## src/rtl/seq_detector_param_if.sv

```systemverilog
// Serial input / match-result bundle for seq_detector_param.
// The optional pattern_mask signal exists only when SEQ_DET_MASK_EN is defined.
interface seq_detector_param_if #(
    parameter int unsigned PAT_W = 4,
    parameter int unsigned CNT_W = 8
);
    logic             sequence_in;
    logic             in_valid;
    logic             pattern_ld;
    logic [PAT_W-1:0] pattern_in;
`ifdef SEQ_DET_MASK_EN
    logic [PAT_W-1:0] pattern_mask;
`endif
    logic             cnt_clr;
    logic             out;
    logic [CNT_W-1:0] match_cnt;

    modport master (
`ifdef SEQ_DET_MASK_EN
        output pattern_mask,
`endif
        output sequence_in,
        output in_valid,
        output pattern_ld,
        output pattern_in,
        output cnt_clr,
        input  out,
        input  match_cnt
    );

    modport slave (
`ifdef SEQ_DET_MASK_EN
        input  pattern_mask,
`endif
        input  sequence_in,
        input  in_valid,
        input  pattern_ld,
        input  pattern_in,
        input  cnt_clr,
        output out,
        output match_cnt
    );
endinterface

```

## src/rtl/seq_detector_param.sv

```systemverilog
// Parametrised serial sequence detector with a runtime-loadable pattern, a one-cycle match pulse and a saturating count.
// Define SEQ_DET_MASK_EN to add a per-bit don't-care mask loaded alongside the pattern.
module seq_detector_param #(
    parameter int unsigned      PAT_W    = 4,
    parameter logic [PAT_W-1:0] PAT_INIT = 4'b0110,
    parameter bit               OVERLAP  = 1'b1,
    parameter int unsigned      CNT_W    = 8
) (
    input  logic                 clk,
    input  logic                 resetn,
    seq_detector_param_if.slave  bus
);
    localparam int unsigned     FW       = $clog2(PAT_W + 1);
    localparam logic [FW-1:0]   FILL_MAX = FW'(PAT_W);
    localparam logic [FW-1:0]   FILL_THR = FW'(PAT_W - 1);

    logic [PAT_W-1:0] pat_q, pat_d;
    logic [PAT_W-1:0] sr_q, sr_d;
    logic [FW-1:0]    fill_q, fill_d;
    logic             out_q, out_d;
    logic [CNT_W-1:0] cnt_q, cnt_d;
    logic [PAT_W-1:0] window;
    logic             hit;
    logic             match;
`ifdef SEQ_DET_MASK_EN
    logic [PAT_W-1:0] mask_q, mask_d;
`endif

    // The incoming bit joins the window in the same cycle it is compared,
    // so a window that already holds PAT_W-1 bits can complete a match.
    always_comb begin
        window = {sr_q[PAT_W-2:0], bus.sequence_in};
`ifdef SEQ_DET_MASK_EN
        hit = (((window ^ pat_q) & mask_q) == '0);
`else
        hit = (window == pat_q);
`endif
        match = bus.in_valid && !bus.pattern_ld && (fill_q >= FILL_THR) && hit;
    end

    always_comb begin
        pat_d  = pat_q;
        sr_d   = sr_q;
        fill_d = fill_q;
        out_d  = match;
        cnt_d  = cnt_q;
`ifdef SEQ_DET_MASK_EN
        mask_d = mask_q;
`endif

        if (bus.pattern_ld) begin
            pat_d  = bus.pattern_in;
            sr_d   = '0;
            fill_d = '0;
`ifdef SEQ_DET_MASK_EN
            mask_d = bus.pattern_mask;
`endif
        end else if (bus.in_valid) begin
            if (match && !OVERLAP) begin
                sr_d   = '0;
                fill_d = '0;
            end else begin
                sr_d   = window;
                fill_d = (fill_q == FILL_MAX) ? fill_q : fill_q + FW'(1);
            end
        end

        // Clear beats a same-cycle match; the pulse itself is unaffected.
        if (bus.cnt_clr) begin
            cnt_d = '0;
        end else if (match && (cnt_q != '1)) begin
            cnt_d = cnt_q + CNT_W'(1);
        end
    end

    always_ff @(posedge clk or negedge resetn) begin
        if (!resetn) begin
            pat_q  <= PAT_INIT;
            sr_q   <= '0;
            fill_q <= '0;
            out_q  <= 1'b0;
            cnt_q  <= '0;
`ifdef SEQ_DET_MASK_EN
            mask_q <= '1;
`endif
        end else begin
            pat_q  <= pat_d;
            sr_q   <= sr_d;
            fill_q <= fill_d;
            out_q  <= out_d;
            cnt_q  <= cnt_d;
`ifdef SEQ_DET_MASK_EN
            mask_q <= mask_d;
`endif
        end
    end

    assign bus.out       = out_q;
    assign bus.match_cnt = cnt_q;
endmodule
```

## src/flat_wrapper.sv

```systemverilog
// flat-port wrapper written by rule: the top's interface ports become plain ports
module seq_detector_param_flat 
#(
    parameter int unsigned      PAT_W    = 4,
    parameter logic [PAT_W-1:0] PAT_INIT = 4'b0110,
    parameter bit               OVERLAP  = 1'b1,
    parameter int unsigned      CNT_W    = 8
)
  (clk, resetn, bus_sequence_in, bus_in_valid, bus_pattern_ld, bus_pattern_in, bus_cnt_clr, bus_out, bus_match_cnt);
  seq_detector_param_if #(.PAT_W(PAT_W), .CNT_W(CNT_W)) bus_i ();
  input  logic clk;
  input  logic resetn;
  input wire logic [$bits(bus_i.sequence_in)-1:0] bus_sequence_in;
  input wire logic [$bits(bus_i.in_valid)-1:0] bus_in_valid;
  input wire logic [$bits(bus_i.pattern_ld)-1:0] bus_pattern_ld;
  input wire logic [$bits(bus_i.pattern_in)-1:0] bus_pattern_in;
  input wire logic [$bits(bus_i.cnt_clr)-1:0] bus_cnt_clr;
  output wire logic [$bits(bus_i.out)-1:0] bus_out;
  output wire logic [$bits(bus_i.match_cnt)-1:0] bus_match_cnt;
  assign bus_i.sequence_in = bus_sequence_in;
  assign bus_i.in_valid = bus_in_valid;
  assign bus_i.pattern_ld = bus_pattern_ld;
  assign bus_i.pattern_in = bus_pattern_in;
  assign bus_i.cnt_clr = bus_cnt_clr;
  assign bus_out = bus_i.out;
  assign bus_match_cnt = bus_i.match_cnt;
  seq_detector_param #(.PAT_W(PAT_W), .PAT_INIT(PAT_INIT), .OVERLAP(OVERLAP), .CNT_W(CNT_W)) u_core (.clk(clk), .resetn(resetn), .bus(bus_i));
endmodule
```

## config.mk

```make
export PLATFORM = sky130hd
export DESIGN_NAME = seq_detector_param_flat
export DESIGN_NICKNAME = d
export VERILOG_FILES = /design/src/rtl/seq_detector_param_if.sv /design/src/rtl/seq_detector_param.sv /design/src/flat_wrapper.sv
export SDC_FILE = /design/constraint.sdc
export NUM_CORES = 1
export LEC_CHECK = 0
export ABC_AREA = 1
export BUFFER_PORTS_ARGS = -buffer_cell sky130_fd_sc_hd__buf_2
export CORE_UTILIZATION = 40
export CTS_CLUSTER_DIAMETER = 150
export CTS_CLUSTER_SIZE = 25
export DETAILED_ROUTE_END_ITERATION = 12
export PLACE_DENSITY = 0.66
export SYNTH_ARGS = -nofsm -noshare
export SYNTH_HDL_FRONTEND = slang
export SYNTH_SLANG_ARGS = --single-unit
```

## constraint.sdc

```tcl
create_clock -name clk -period 2.6 [get_ports clk]
set_input_delay 0.13 -clock clk [delete_from_list [all_inputs] [get_ports clk]]
set_output_delay 0.13 -clock clk [all_outputs]
set_load 0.01 [all_outputs]
```

==> flow_metrics.tcl <==
set metrics [dict create \
    setup_skew_ns 0.00199 \
    die_width_um 53.9 \
    place.gp.congestion 0.776 \
    port_buffers 18 \
    track_usage_pct 15.4 \
    drc 0 \
    full_die_area_mm2 0.00290 \
    final-max-slew-violation-count 0 \
    syn_to_final_growth_pct 14.4 \
    hold_viol_final 0 \
    ys_types 18 \
    multiInputGateArea_um2 503 \
    pre_cts_ws_ns 1.14 \
    highest_count_cells_in_the_layout_ignoring_fill_and_taps "39 x nand2_1, 21 x inv_1, 19 x nand3_1" \
    dr_total_vias 884 \
    irDropWorstVdd_v 0.000285 \
    start_kind "flop" \
    timing.hold.worst_path_depth 3 \
    layout.area.seq_um2 478 \
    postLayoutCoreUtil_pct 49.2 \
    ioPinCount 19 \
    period_needed_ns 1.47 \
    via_count_of_the_first_global_routing_pass 781 \
    routed_wire_length_per_instance_um 10.0 \
    dp_hpwl_mm 1.47 \
    reg2reg_depth 9 \
    max_cap_violation_count 0 \
    cts.path.max_buffers 2 \
    outcome "completed" \
    dominantRegCellSynth "dfrtp_1" \
    post_synth_instance_area_mm2 0.00108 \
    grt_setup_unrepaired "false" \
    vias_per_cell 4.70 \
    global_route_wire_length_before_repair_mm 3.19 \
    congestion_overflow_gr 0 \
    layout.cells.most_common "nand2_1" \
    grt_start_max_net_pins 20 \
    max_stage_delay_ns 0.41 \
    finalSetupViolations 0 \
    fp.coreArea_mm2 0.00250 \
    number_of_antenna_violations_at_the_first_check_in_global_routing 0 \
    synth.ff_latch_count 19 \
    power.leakage_nw 0.715 \
    timing.hold.worst.start "bus_pattern_in[3]" \
    finalHoldWorstSlack_ns 0.0375 \
    clk-insertion-delay-late_ns 0.29 \
    async_set_or_reset_register_ratio_after_synthesis_pct 100 \
    final_net_count 173 \
    cp-end-kind "flop" \
    seq_area_frac_synth_pct 44.4 \
    ys.warnings.count 0 \
    cts.clk_slew.worst_paths_ns 0.10 \
    criticalPathCategory "flop to flop" \
    clkSinkCount 19 \
    fp.dieH_um 53.9 \
    timing.critical_path.slowest_stage_cell "dfrtp_1" \
    drt.antenna.violating_nets 0 \
    postSynthAreaPerCell_um2 7.85 \
    tritoncts_clock_tree "yes" \
    first_pass_iters 4 \
    post_cts_buffers 0 \
    synth_nets 151 \
    worst_slack_ns 1.13 \
    clock-root-buffer "clkbuf_4" \
    htree_levels 1 \
    synth_cells 137 \
    worst_ep_arrival_time_ns 1.71 \
    reg2reg_from "u_core.fill_q[0]$_DFFE_PN0P_" \
    n_antenna_cell 0 \
    drive_above_1_share_pct 21.5 \
    critical_path_rt_ns 2.83 \
    final.fill_count 257 \
    worst_slew_pin_slew_ns 0.438 \
    relative_slew_slack_pct 70.8 \
    initial_utilization_pct 43.0 \
    worst_hold_path.endpoint "u_core.pat_q[3]$_DFFE_PN0P_" \
    regToRegEndpoint "u_core.bus.match_cnt[3]$_DFFE_PN0P_" \
    pwr_density_cell_mw_per_mm2 422 \
    crit_path_max_fanout 8 \
    clock.fmax_ghz 0.679 \
    finalCritPeriodShare_pct 56.7 \
    placementRows 18 \
    synth_enable_flop_cells 0 \
    timing.reg2reg.setup_slack_ns 1.13 \
    hp-class "input pin to flop" \
    totalWireLength_mm 1.89 \
    crit_chain "ha_1 > ha_1 > nor2_1 > nand2_1 > nand3_1 > nor2_1 > nand3_2 > nand3_1 > nand2_1" \
    setup-tns-final_ns 0 \
    drt_first_iter_violations 10 \
    cts_inserted_buffers 3 \
]
-- cell type report --
class,instances,area share [%]
well taps,30,3.05
multi-input cells,93,40.9
repair buffers,19,8.13
inverters,23,7.01
flip-flops and latches,19,38.8
clock buffers,4,2.13
-- worst max path at each step --
stage                                        startpoint                             endpoint  slack [ns]  cells after the start
floorplan           u_core.bus.match_cnt[0]$_DFFE_PN0P_  u_core.bus.match_cnt[2]$_DFFE_PN0P_        1.28                      8
global placement           u_core.fill_q[0]$_DFFE_PN0P_  u_core.bus.match_cnt[1]$_DFFE_PN0P_        1.17                      9
detailed placement         u_core.fill_q[0]$_DFFE_PN0P_  u_core.bus.match_cnt[4]$_DFFE_PN0P_        1.14                      9
CTS                        u_core.fill_q[0]$_DFFE_PN0P_  u_core.bus.match_cnt[7]$_DFFE_PN0P_        1.11                      9
global route               u_core.fill_q[0]$_DFFE_PN0P_  u_core.bus.match_cnt[6]$_DFFE_PN0P_        0.97                      9
finish                     u_core.fill_q[0]$_DFFE_PN0P_  u_core.bus.match_cnt[3]$_DFFE_PN0P_        1.13                      9
-- sequential cells by signal, summed over array words and instances, names as in the netlist --
register              cells
u_core.bus.out            1
u_core.fill_q             3
u_core.sr_q               3
u_core.bus.match_cnt      8
u_core.pat_q              4
-- per-stage QoR --
stage | cell area (um^2) | cells | total power (W)
after floorplan | 1080 | 137 | 0.000358
after global placement | 1190 | 183 | 0.000377
after detailed placement | 1190 | 183 | 0.000380
after CTS | 1230 | 188 | 0.000529
after global routing | 1230 | 188 | 0.000552
final | 1230 | 188 | 0.000520
-- metal layers --
layer | global-route usage, % | wire (um) | vias up
li1 | - | - | 474
met1 | 19.7 | 949 | 395
met2 | 24.7 | 864 | 13
met3 | 3.39 | 61 | 2
met4 | 6.58 | 13 | 0
met5 | 0 | 0 | -
-- where the power goes --
group	leakage, nW	switching, W	internal, W
sequential	0.253	0.00000592	0.000308
combinational	0.448	0.0000391	0.0000213
clock	0.0150	0.0000865	0.0000596
-- synth_stat cells (2+ instances only) --
cell type  instances  share of area [%]
nand3_1           19                8.8
nor2_4             2                2.1
inv_2              2               0.70
dfrtp_1           17                 40
o22ai_1            4                2.3
xor2_1             5                4.1
o21ai_0            6                2.8
dfstp_2            2                4.9
nor2_1             6                2.1
inv_1             21                7.3
nand2_1           39                 14
ha_1               4                4.7
nand3_2            5                4.7
-- kinds of logic after synthesis --
kind of cell | after synthesis | share of synthesized area [%]
AO/OA/AOI/OAI | 11 | 5.58
buffers and inverters | 25 | 8.84
adder cells (fa/ha/maj) | 4 | 4.65
XOR/XNOR | 5 | 4.07
flip-flops | 19 | 44.4
AND/OR/NAND/NOR | 73 | 32.4
-- worst max-delay path, delay by kind of cell, from the launching register on --
family / cells / cell delay (ns)
DFF: 1 / 0.41
adders and majority gates: 2 / 0.37
and+or+nand+nor: 7 / 0.63
-- timing repair --
item / in CTS / in global routing
endpoints found under the hold margin: 17 / 0
gates resized for setup: 0 / 0
hold buffers: 1 / 0
endpoints found under the setup margin: 0 / 0
Power figures use the tool's default switching activity.
